===== src/rtl/uart_rx_core.sv =====
// 8N1 UART receiver: 16x oversampling, 2-FF input synchronizer, one-entry valid/ready output buffer.
// Optional parity stage enabled with `define UART_RX_PARITY_EN (adds PARITY_ODD parameter and parity_err port).
module uart_rx_core #(
    parameter int unsigned CLK_HZ     = 50_000_000,
    parameter int unsigned BAUD       = 115200,
    parameter int unsigned OVERSAMPLE = 16
`ifdef UART_RX_PARITY_EN
    ,
    parameter bit          PARITY_ODD = 1'b0
`endif
) (
    input  logic       mclk,
    input  logic       rst_n,
    input  logic       rxd,
    output logic [7:0] rx_data,
    output logic       rx_valid,
    input  logic       rx_ready,
    output logic       frame_err,
    output logic       overrun_err,
`ifdef UART_RX_PARITY_EN
    output logic       parity_err,
`endif
    output logic       busy
);

    // OVERSAMPLE must be even and >= 8 so the start-bit centre lands mid-bit.
    localparam int unsigned DIV_RAW = CLK_HZ / (BAUD * OVERSAMPLE);
    localparam int unsigned DIV     = (DIV_RAW < 1) ? 1 : DIV_RAW;
    localparam int unsigned TCNT_W  = (DIV > 1) ? $clog2(DIV) : 1;
    localparam int unsigned SCNT_W  = $clog2(OVERSAMPLE);

    localparam logic [TCNT_W-1:0] TCNT_LAST = TCNT_W'(DIV - 1);
    localparam logic [SCNT_W-1:0] SCNT_MID  = SCNT_W'(OVERSAMPLE / 2 - 1);
    localparam logic [SCNT_W-1:0] SCNT_LAST = SCNT_W'(OVERSAMPLE - 1);

    typedef enum logic [2:0] {
        S_IDLE,
        S_START,
        S_DATA,
`ifdef UART_RX_PARITY_EN
        S_PARITY,
`endif
        S_STOP
    } state_t;

    logic              r_sync1;
    logic              r_sync2;
    logic              r_rxs_prev;
    logic [1:0]        r_fill;
    logic              r_armed;
    logic [TCNT_W-1:0] r_tcnt;
    logic [SCNT_W-1:0] r_scnt;
    logic [2:0]        r_bidx;
    logic [7:0]        r_shift;
    state_t            r_state;
    logic              r_brk;
    logic              r_commit;
    logic              r_busy;
    logic              r_frame_err;
    logic [7:0]        r_data;
    logic              r_valid;
    logic              r_overrun;
`ifdef UART_RX_PARITY_EN
    logic              r_par_bit;
    logic              r_parity_err;
`endif

    logic w_rxs;
    logic w_fall;
    logic w_tick;
    logic w_xfer;

    assign w_rxs  = r_sync2;
    assign w_fall = r_armed & r_rxs_prev & ~w_rxs;
    assign w_tick = (r_tcnt == TCNT_LAST);
    assign w_xfer = r_valid & rx_ready;

    // Synchronizer plus arming: a line that is already low when reset releases must
    // first be seen high (with real synchronized data) before a falling edge counts.
    always_ff @(posedge mclk or negedge rst_n) begin
        if (!rst_n) begin
            r_sync1    <= 1'b1;
            r_sync2    <= 1'b1;
            r_rxs_prev <= 1'b1;
            r_fill     <= 2'b00;
            r_armed    <= 1'b0;
        end else begin
            r_sync1    <= rxd;
            r_sync2    <= r_sync1;
            r_rxs_prev <= r_sync2;
            r_fill     <= {r_fill[0], 1'b1};
            if (r_fill[1] && w_rxs) begin
                r_armed <= 1'b1;
            end
        end
    end

    // Sample-tick divider; realigned to the start edge so bit centres track the frame.
    always_ff @(posedge mclk or negedge rst_n) begin
        if (!rst_n) begin
            r_tcnt <= '0;
        end else if (r_state == S_IDLE && w_fall) begin
            r_tcnt <= '0;
        end else if (w_tick) begin
            r_tcnt <= '0;
        end else begin
            r_tcnt <= r_tcnt + TCNT_W'(1);
        end
    end

    // Frame FSM: start validation, data shift, optional parity, stop check.
    always_ff @(posedge mclk or negedge rst_n) begin
        if (!rst_n) begin
            r_state     <= S_IDLE;
            r_scnt      <= '0;
            r_bidx      <= '0;
            r_shift     <= '0;
            r_brk       <= 1'b0;
            r_commit    <= 1'b0;
            r_busy      <= 1'b0;
            r_frame_err <= 1'b0;
`ifdef UART_RX_PARITY_EN
            r_par_bit   <= 1'b0;
`endif
        end else begin
            r_commit    <= 1'b0;
            r_frame_err <= 1'b0;
            case (r_state)
                S_IDLE: begin
                    if (w_fall) begin
                        r_state <= S_START;
                        r_scnt  <= '0;
                        r_brk   <= 1'b0;
                        r_busy  <= 1'b1;
                    end
                end
                S_START: begin
                    if (w_tick) begin
                        if (r_scnt == SCNT_MID) begin
                            r_scnt <= '0;
                            if (w_rxs) begin
                                r_state <= S_IDLE;
                                r_busy  <= 1'b0;
                            end else begin
                                r_state <= S_DATA;
                                r_bidx  <= '0;
                            end
                        end else begin
                            r_scnt <= r_scnt + SCNT_W'(1);
                        end
                    end
                end
                S_DATA: begin
                    if (w_tick) begin
                        if (r_scnt == SCNT_LAST) begin
                            r_scnt  <= '0;
                            r_shift <= {w_rxs, r_shift[7:1]};
                            if (r_bidx == 3'd7) begin
`ifdef UART_RX_PARITY_EN
                                r_state <= S_PARITY;
`else
                                r_state <= S_STOP;
`endif
                            end else begin
                                r_bidx <= r_bidx + 3'd1;
                            end
                        end else begin
                            r_scnt <= r_scnt + SCNT_W'(1);
                        end
                    end
                end
`ifdef UART_RX_PARITY_EN
                S_PARITY: begin
                    if (w_tick) begin
                        if (r_scnt == SCNT_LAST) begin
                            r_scnt    <= '0;
                            r_par_bit <= w_rxs;
                            r_state   <= S_STOP;
                        end else begin
                            r_scnt <= r_scnt + SCNT_W'(1);
                        end
                    end
                end
`endif
                S_STOP: begin
                    if (r_brk) begin
                        // Hold off after a bad stop until the line returns high.
                        if (w_rxs) begin
                            r_state <= S_IDLE;
                            r_brk   <= 1'b0;
                            r_busy  <= 1'b0;
                        end
                    end else if (w_tick) begin
                        if (r_scnt == SCNT_LAST) begin
                            r_scnt <= '0;
                            if (w_rxs) begin
                                r_commit <= 1'b1;
                                r_state  <= S_IDLE;
                                r_busy   <= 1'b0;
                            end else begin
                                r_frame_err <= 1'b1;
                                r_brk       <= 1'b1;
                            end
                        end else begin
                            r_scnt <= r_scnt + SCNT_W'(1);
                        end
                    end
                end
                default: begin
                    r_state <= S_IDLE;
                    r_busy  <= 1'b0;
                end
            endcase
        end
    end

    // One-entry output buffer; a commit into a full, non-draining buffer is an overrun.
    always_ff @(posedge mclk or negedge rst_n) begin
        if (!rst_n) begin
            r_data    <= '0;
            r_valid   <= 1'b0;
            r_overrun <= 1'b0;
`ifdef UART_RX_PARITY_EN
            r_parity_err <= 1'b0;
`endif
        end else begin
`ifdef UART_RX_PARITY_EN
            r_parity_err <= r_commit & ((^r_shift) ^ r_par_bit ^ PARITY_ODD);
`endif
            if (r_commit) begin
                if (!r_valid || w_xfer) begin
                    r_data  <= r_shift;
                    r_valid <= 1'b1;
                end else begin
                    r_overrun <= 1'b1;
                end
            end else if (w_xfer) begin
                r_valid <= 1'b0;
            end
        end
    end

    assign rx_data     = r_data;
    assign rx_valid    = r_valid;
    assign frame_err   = r_frame_err;
    assign overrun_err = r_overrun;
    assign busy        = r_busy;
`ifdef UART_RX_PARITY_EN
    assign parity_err  = r_parity_err;
`endif

endmodule


===== config.mk =====
export PLATFORM = sky130hd
export DESIGN_NAME = uart_rx_core
export DESIGN_NICKNAME = d
export VERILOG_FILES = /design/src/rtl/uart_rx_core.sv
export SDC_FILE = /design/constraint.sdc
export NUM_CORES = 1
export LEC_CHECK = 0
export CORE_ASPECT_RATIO = 0.8
export CORE_MARGIN = 4
export CORE_UTILIZATION = 51
export CTS_BUF_LIST = sky130_fd_sc_hd__clkbuf_4 sky130_fd_sc_hd__clkbuf_8 sky130_fd_sc_hd__clkbuf_16
export DETAILED_ROUTE_END_ITERATION = 16
export PLACE_DENSITY = 0.74
export SLEW_MARGIN = 20
export SYNTH_ARGS = -nofsm -noshare
export SYNTH_HDL_FRONTEND = slang
export SYNTH_SLANG_ARGS = --single-unit

===== constraint.sdc =====
create_clock -name mclk -period 1.6 [get_ports mclk]
set_input_delay 0.32 -clock mclk [delete_from_list [all_inputs] [get_ports mclk]]
set_output_delay 0.32 -clock mclk [all_outputs]
set_load 0.01 [all_outputs]

Yosys cells after proc, flatten, opt, wreduce, memory -nomap -nowiden
Index checks and enable logic that the tools add are counted.
- bits in registers: 43
- bits in latches: 0
- memory bits (writable): 0
- memory bits (read-only): 0
- bits of input ports: 4
- output and inout bits: 12
- word-level logic and storage cells: 115
- memories: 0
- add/subtract/negate cells: 3
- multiply operators: 0
- divide/modulo/power cells: 0
- order comparisons: 0
- equal/unequal tests: 19
- shift operators: 0
- muxes and demuxes: 52
- bitwise gates (word level): 6
- reductions and logical operators: 18
- operators with widths (cell ; count):
    $mux W3 ; 16
    $mux W4 ; 6
    $mux W1 ; 22
    $ne A2 B2 Y1 const B ; 9
    $pmux W4 S4 ; 1
    $pmux W3 S4 ; 1
    $mux W5 ; 2
    $reduce_and A2 Y1 ; 4
    $reduce_and A8 Y1 ; 1
    $reduce_and A7 Y1 ; 1
    $eq A3 B2 Y1 const B ; 2
    $ne A3 B3 Y1 const B ; 2
    $pmux W3 S2 ; 1
    $reduce_and A6 Y1 ; 1
    $reduce_bool A2 Y1 ; 3
    $add A5 B1 Y5 const B ; 1
    $eq A5 B5 Y1 const B ; 1
    $add A4 B1 Y4 const B ; 1
    $eq A4 B3 Y1 const B ; 1
    $eq A4 B4 Y1 const B ; 1
    $pmux W1 S4 ; 1
    $reduce_and A4 Y1 ; 1
    $reduce_bool A4 Y1 ; 1
    $add A3 B1 Y3 const B ; 1
    other kinds (12) ; 17

Depth between registers and ports, before layout
Gate-level depths: netlist of the first run.
- depth after elaboration: 5
- mapped depth: 6
- mapped depth without buffers: 6

Worst setup path before layout of the first run
No wires, ideal clock.
- path kind: reg-to-reg
- start point: reg r_tcnt[0]
- end point: reg r_scnt[0]
- setup time: 125 ps
- arrival time: 1607 ps
- data required time: 1475 ps
- path slack: -132 ps
- cell stages (with the launch flop): 7
- buffers on the path: 0
- period minus slack after synthesis: 1732 ps
- cell sequence: dfrtp_1 > inv_1 > ha_1 > nand4b_4 > a22o_1 > or2_4 > mux2_4
- cells in the longest elaborated chain, start to end: 4
- elaborated cells on any way between the ends: 6
- classes of those cells: eq/ne: 2; mux: 3; reduce/logical: 1
- ends and longest elaborated chain (item ; RTL line ; source):
    start, declared ; 51 ; logic [TCNT_W-1:0] r_tcnt;
    start signal, assigned ; 107 ; r_tcnt <= r_tcnt + TCNT_W'(1);
    $eq A5 B5 Y1 (*) ; 75 ; assign w_tick = (r_tcnt == TCNT_LAST);
    $mux W4 (2 in series) ; - ;
    $pmux W4 S4 ; - ;
    end signal, assigned ; 149 ; r_scnt <= r_scnt + SCNT_W'(1);
    end signal, assigned ; 168 ; r_scnt <= r_scnt + SCNT_W'(1);
    end signal, assigned ; 205 ; r_scnt <= r_scnt + SCNT_W'(1);
    end, declared ; 52 ; logic [SCNT_W-1:0] r_scnt;
Mark *: on every way between the ends. The rest lies on a longest branch, timed or not. The select of a mux whose other input is x is not followed.
A chain may end at the register's enable or synchronous reset.

Worst setup path in the final report of the first run
- start point: reg r_tcnt[0]
- end point: reg r_state[0]
- cells in the longest elaborated chain, start to end: 3
- elaborated cells on any way between the ends: 5
- classes of those cells: eq/ne: 4; reduce/logical: 1
- ends and longest elaborated chain (item ; RTL line ; source):
    $eq A5 B5 Y1 (*) ; 75 ;
    $ne A3 B3 Y1 (no source line) / $ne A2 B2 Y1 (equally long branches) ; - ;
    $reduce_and A8 Y1 (no source line) (*) ; - ;
    end signal, assigned ; 114 ; r_state <= S_IDLE;
    end signal, assigned ; 131 ; r_state <= S_START;
    end signal, assigned ; 142 ; r_state <= S_IDLE;
    end, declared ; 55 ; state_t r_state;
Mark *: on every way between the ends. The rest lies on a longest branch, timed or not.

==> results of run 1 <==
Yosys cell counts (2+ instances only):
library cell and instances:
dfstp_2 3, mux2_2 19, xor2_1 2, nand2_1 8
and3_1 2, nor4b_1 2, o31ai_1 3, clkbuf_1 2
nor4bb_1 2, nor2_1 11, o21ai_0 7, dfrtp_1 39
nand2b_1 3, a22o_1 2, a21oi_1 4, nand3_1 6
inv_1 5, mux2i_1 2, ha_1 5
metrics by stage:
stage               hold slack [ns]  utilization  worst slack, ns  instance area [µm²]  total power, mW
floorplan                   0.02441            -          -0.1025                 1894            1.805
global placement             0.2517       0.6619         -0.05189                 2297            2.107
detailed placement           0.2698       0.6619          -0.1080                 2297            2.174
CTS                          0.3610       0.7131         -0.09298                 2475            2.911
global route                 0.3663       0.7332          -0.1679                 2545            3.197
finish                       0.3579       0.7332         -0.09116                 2545            3.013
state kept, by name, indices dropped and copies added (netlist names):
name         flops
r_brk            1
rx_data          8
r_tcnt           5
frame_err        1
busy             1
r_state          2
r_sync1          1
overrun_err      1
r_rxs_prev       1
r_sync2          1
r_shift          8
r_scnt           4
rx_valid         1
r_bidx           3
r_commit         1
r_armed          1
r_fill           2
how the worst max path moves through the flow:
stage | endpoint | cells after the start
after global placement | r_scnt[0] | 6
after floorplan | r_scnt[0] | 6
final | r_state[0] | 7
after detailed placement | r_scnt[0] | 6
after CTS | r_scnt[0] | 6
after global routing | r_state[0] | 7
cell families (layout without fill, tap and decap cells):
group / count (synthesis) / count (layout) / synth area share
AO/OA/AOI/OAI: 24 / 24 / 0.08435
multiplexers: 22 / 22 / 0.1332
adder cells (fa/ha/maj): 5 / 5 / 0.03347
XOR/XNOR: 3 / 3 / 0.01406
other: 1 / 1 / 0.002006
flip-flops: 42 / 42 / 0.5643
buffers and inverters: 8 / 62 / 0.01808
AND/OR/NAND/NOR: 45 / 45 / 0.1506
power groups by stage:
stage	logic [mW]	clock network (mW)	registers [mW]
after detailed placement	0.830	0	1.34
final	1.00	0.672	1.34
after global placement	0.773	0	1.33
after floorplan	0.478	0	1.33
after global routing	1.10	0.739	1.36
after CTS	0.900	0.685	1.33
timing repair:
item,CTS,global route
hold endpoints to repair,16,0
gates resized for setup,14,12
setup buffers,3,4
hold buffers,1,0
endpoints found under the setup margin,15,21
pin swaps,2,2
final cells by class:
| class | instances | area, µm² | area share |
|---|---|---|---|
| Inverter | 5 | 18.77 | 0.007375 |
| Clock inverter | 2 | 10.01 | 0.003933 |
| Clock buffer | 6 | 76.32 | 0.02999 |
| Multi-Input combinational cell | 100 | 893.4 | 0.3510 |
| Tap cell | 42 | 52.55 | 0.02065 |
| Sequential cell | 42 | 1056 | 0.4149 |
| Timing Repair Buffer | 49 | 437.9 | 0.1721 |
metal layers:
layer  track usage  up-vias  share of wire
met5             0        -              0
met4       0.05677        0          0.015
met3       0.06290        7          0.027
met2        0.2866       19           0.48
met1        0.2563      657           0.48
li1              -      645              -
==> results.py, run 1 <==
metrics = {
    "critical_path": {
        "critPathCaptureType": "register",
        "r2r_slack_ns": -0.09,
        "r2r-end": "r_state[0]",
        "crit_family": "simple AND/OR/NAND/NOR gates",
        "crit_buf_inv": 2,
        "rr_startpoint": "r_tcnt[0]",
        "rr_worst_depth": 7,
        "crit_arrival_ns": 1.88,
        "cp.required_ns": 1.79,
        "start_kind": "register",
        "crit_fanout": 4,
        "crit_type": "reg2reg",
        "crit_start": "r_tcnt[0]",
        "cpMaxStageDelayCell": "dfrtp_1",
        "worstPathCellList": "inv_1, ha_2, nand4b_4, nor2_1, buf_4, o31ai_1, a22o_1",
        "critPathMaxStageDelay_ns": 0.38,
    },
    "logic_synthesis": {
        "synth_enable_flop_cells": 0,
        "yosysTopAreaCell": "dfrtp_1",
        "netlist_instances": 150,
        "ys_top_cells_by_area": "dfrtp_1 52%, mux2_2 11%, dfstp_2 4.2%, ha_1 3.3%, nor2_1 2.2%",
        "ys_ff_latch": 42,
        "yosysSeqAreaShare": 0.5643,
        "syn_nets": 159,
        "synth_top_area_frac": 0.5221,
        "synth_ff_type": "dfrtp_1",
        "syn_avg_cell_area_um2": 12.46,
        "ys_warn_count": 0,
        "async_flop_share": 1.000,
        "syn_area_um2": 1869,
        "yosys.cell_types.count": 42,
    },
    "clock_tree": {
        "h-tree-depth": 2,
        "cts_sinks": 42,
        "cts_buffers": 5,
        "insertion_delay_ns": 0.30,
        "cts_root_buffer": "clkbuf_8",
        "clockBufferDepth": 2,
        "cts_tree": "built",
        "path_clk_slew_ns": 0.08,
    },
    "final_layout": {
        "final_common_cell": "dfrtp_1",
        "layout-drive-gt1-share": 0.4118,
        "finalNonFillerCells": 246,
        "area_delta_synth_final_pct": 36.14,
        "antenna-diode-count": 0,
        "fillers": 244,
        "final_cell_mix": "38 x dfrtp_1, 29 x buf_4, 13 x clkdlybuf4s50_1, 12 x mux2_4, 11 x nor2_1",
        "num-nets-final": 212,
    },
    "drt": {
        "wl_per_cell_um": 16.60,
        "via_count": 1328,
        "routed_via_density": 5.398,
        "drt-pass1-iter-count": 4,
        "antenna_left": 0,
        "drt_iter0_drc": 51,
        "route.detailed.drc": 0,
        "finalWirelength_um": 4083,
    },
    "pwr": {
        "p_sw_frac": 0.3142,
        "p_leak_nw": 1.193,
        "pwr-share-clk": 0.223,
        "p_sw_mw": 0.9467,
        "peakVddDrop_uv": 799.4,
        "comb_power_share": 0.333,
        "internal_power_mw": 2.066,
        "seqPwrFrac": 0.444,
        "power_density_nw_per_um2": 1184,
    },
    "timing": {
        "finalWorstSetupSlack_ns": -0.09116,
        "final-setup-viol-count": 15,
        "fin_skew_ns": 0.01072,
        "min_period_over_period": 1.057,
        "rsz0062_at_grt": "true",
        "clock.fmax_mhz": 591.3,
        "fin_setup_tns_ns": -0.5811,
        "min_period_ns": 1.691,
        "drv_slew": 0,
        "hold_violations": 0,
    },
    "global_routing": {
        "grt_max_degree": 20,
        "grt_pass1_wl_um": 6803,
        "grt_overflow": 0,
        "grt_util_all_layers": 0.1892,
        "antenna_found_initial": 0,
        "grt_pass1_vias": 1442,
    },
    "min_path": {
        "hp-start": "r_fill[0]",
        "min_path_cells": 0,
        "whs_endpoint": "r_fill[1]",
        "hold_class": "reg2reg",
    },
    "outcome": {
        "status": "complete, but fails checks",
        "violations": "setup timing",
    },
    "floorplanning": {
        "fp.dieW_um": 75.69,
        "die_height_um": 62.15,
        "rows": 19,
        "core-area_um2": 3471,
        "start_util": 0.5386,
        "die-area_um2": 4704,
        "io_pins": 16,
    },
    "place": {
        "gp_congestion": 0.7974,
        "placed_cells": 230,
        "portBuffers": 15,
        "hpwl_um": 2663,
    },
    "run": {
        "timing.max_cap.violations": 0,
    },
}
(Power assumes the default switching activity.)
==> inputs of run 2 (changes only) <==
- CORE_UTILIZATION: 51 -> 50
- PLACE_DENSITY: 0.74 -> 0.73
==> run 2 against run 1 <==
  * The run still ends with setup timing left
  * Wire length fell by 1.9%
  * First-iteration DRC count rose by 55%
  * Final cell count fell by 0.81%
  * Non-clock buffer count fell by 2
  * Count of clock-buffer cells in the layout fell by 1
  * Die area rose by 1.8%
  * Largest cell class unchanged
  * Largest power group unchanged
  * Highest routed layer unchanged
==> results.py, run 2 (synthesis results as in run 1) <==
metrics = {
    "outcome": {
        "status": "complete, but fails checks",
        "violations": "setup timing",
    },
    "final_layout": {
        "area_delta_synth_final_pct": 36.28,
        "fillers": 245,
        "post-route-util": 0.7240,
        "final_common_cell": "dfrtp_1",
        "num-nets-final": 210,
        "antenna-diode-count": 0,
        "final_area_um2": 2547,
        "layout-drive-gt1-share": 0.3960,
        "final_cell_mix": "39 x dfrtp_1, 27 x buf_4, 13 x clkdlybuf4s50_1, 11 x nor2_1, 11 x mux2_4",
    },
    "drt": {
        "drt_iter0_drc": 79,
        "route.detailed.drc": 0,
        "finalWirelength_um": 4006,
        "routed_via_density": 5.668,
        "drt-pass1-iter-count": 4,
        "via_count": 1383,
        "wl_per_cell_um": 16.42,
        "antenna_left": 0,
    },
    "place": {
        "place_area_um2": 2332,
        "hpwl_um": 2801,
        "portBuffers": 15,
        "gp_congestion": 0.7965,
        "pre_cts_slack_ns": -0.1267,
    },
    "global_routing": {
        "grt_util_all_layers": 0.1864,
        "grt_pass1_wl_um": 7072,
        "grt_pass1_vias": 1495,
        "antenna_found_initial": 0,
        "grt_max_degree": 27,
        "grt_overflow": 0,
    },
    "critical_path": {
        "crit_arrival_ns": 1.89,
        "cpMaxStageDelayCell": "dfrtp_1",
        "crit_family": "multiplexers",
        "critPathMaxStageDelay_ns": 0.42,
        "worstPathCellList": "ha_4, and3b_2, mux2_2, o311ai_2, mux2_4",
        "start_kind": "register",
        "critPathCaptureType": "register",
        "crit_buf_inv": 0,
        "crit_type": "reg2reg",
        "cp.required_ns": 1.79,
        "crit_fanout": 3,
    },
    "timing": {
        "rsz0062_at_grt": "true",
        "min_period_ns": 1.698,
        "hold_violations": 0,
        "finalWorstSetupSlack_ns": -0.09811,
        "drv_slew": 0,
        "fin_skew_ns": 0.004564,
        "timing.hold.ws_ns": 0.3597,
        "min_period_over_period": 1.061,
        "clock.fmax_mhz": 588.9,
        "final-setup-viol-count": 7,
    },
    "floorplanning": {
        "fp.dieW_um": 76.36,
        "io_pins": 16,
        "start_util": 0.5313,
        "die-area_um2": 4787,
        "core-area_um2": 3518,
        "die_height_um": 62.69,
        "rows": 19,
    },
    "pwr": {
        "internal_power_mw": 2.035,
        "pwr-share-clk": 0.231,
        "seqPwrFrac": 0.438,
        "p_sw_frac": 0.3327,
        "p_sw_mw": 1.015,
        "power_density_nw_per_um2": 1197,
        "peakVddDrop_uv": 871.2,
        "total_power_mw": 3.049,
        "p_leak_nw": 1.174,
        "comb_power_share": 0.331,
    },
    "run": {
        "timing.max_cap.violations": 0,
    },
    "min_path": {
        "hold_class": "reg2reg",
    },
    "clock_tree": {
        "cts_root_buffer": "clkbuf_8",
        "insertion_delay_ns": 0.30,
        "h-tree-depth": 2,
        "path_clk_slew_ns": 0.08,
        "clockBufferDepth": 2,
        "cts_tree": "built",
        "cts_sinks": 42,
        "cts_buffers": 5,
    },
}
==> run 2: metal layers <==
metal  share of wire  global-route usage  routed length (µm)
met4           0.026             0.09502                 106
met3           0.034             0.04467                 137
met5               0                   0                   0
met2            0.50              0.3059                1983
met1            0.44              0.2300                1778
==> run 2: stage by stage <==
step / cells / setup TNS, ns
4_1_cts: 243 / -0.2846
6_report: 244 / -0.3253
3_5_place_dp: 233 / -0.5754
5_1_grt: 244 / -1.158
2_1_floorplan: 150 / -0.7127
3_3_place_gp: 233 / -0.1857
==> run 2: power by group through the flow <==
stage | clock network, mW | logic [mW] | registers [mW]
after floorplan | 0 | 0.478 | 1.33
after global placement | 0 | 0.814 | 1.32
after detailed placement | 0 | 0.858 | 1.34
after CTS | 0.726 | 0.909 | 1.32
after global routing | 0.764 | 1.11 | 1.36
final | 0.704 | 1.01 | 1.34
==> run 2: worst register-to-register path, stage by stage, from the launching register on <==
cell	delay, ns
dfrtp_1	0.42
ha_4	0.19
and3b_2	0.23
mux2_2	0.29
o311ai_2	0.12
mux2_4	0.33
==> run 2: cell type report <==
cell class | count | area, µm² | area share
multi-input combinational | 100 | 897.1 | 0.3522
tap | 42 | 52.55 | 0.02063
clock buffer | 5 | 68.82 | 0.02701
timing repair buffer | 47 | 431.7 | 0.1695
inverter | 5 | 18.77 | 0.007367
sequential | 42 | 1055 | 0.4140
clock inverter | 3 | 23.77 | 0.009332
==> run 2: repair_timing <==
action | 4_1_cts | 5_1_grt
hold endpoints to repair | 16 | 0
hold buffers | 1 | 0
setup endpoints to repair | 18 | 21
pin swaps | 4 | 0
gates resized for setup | 8 | 15
buffers inserted | 1 | 1
==> run 2: path summary, 6_finish.rpt <==
kind,start,to,slack (ns),cells after the start
min reg2reg,r_sync1,r_sync2,0.36,0
max,r_scnt[0],r_state[1],-0.1,5
min in group asynchronous,rst_n,r_scnt[3],0.47,2
max in group asynchronous,rst_n,r_rxs_prev,0.59,3
max reg2reg,r_scnt[0],r_state[1],-0.1,5
min,r_sync1,r_sync2,0.36,0
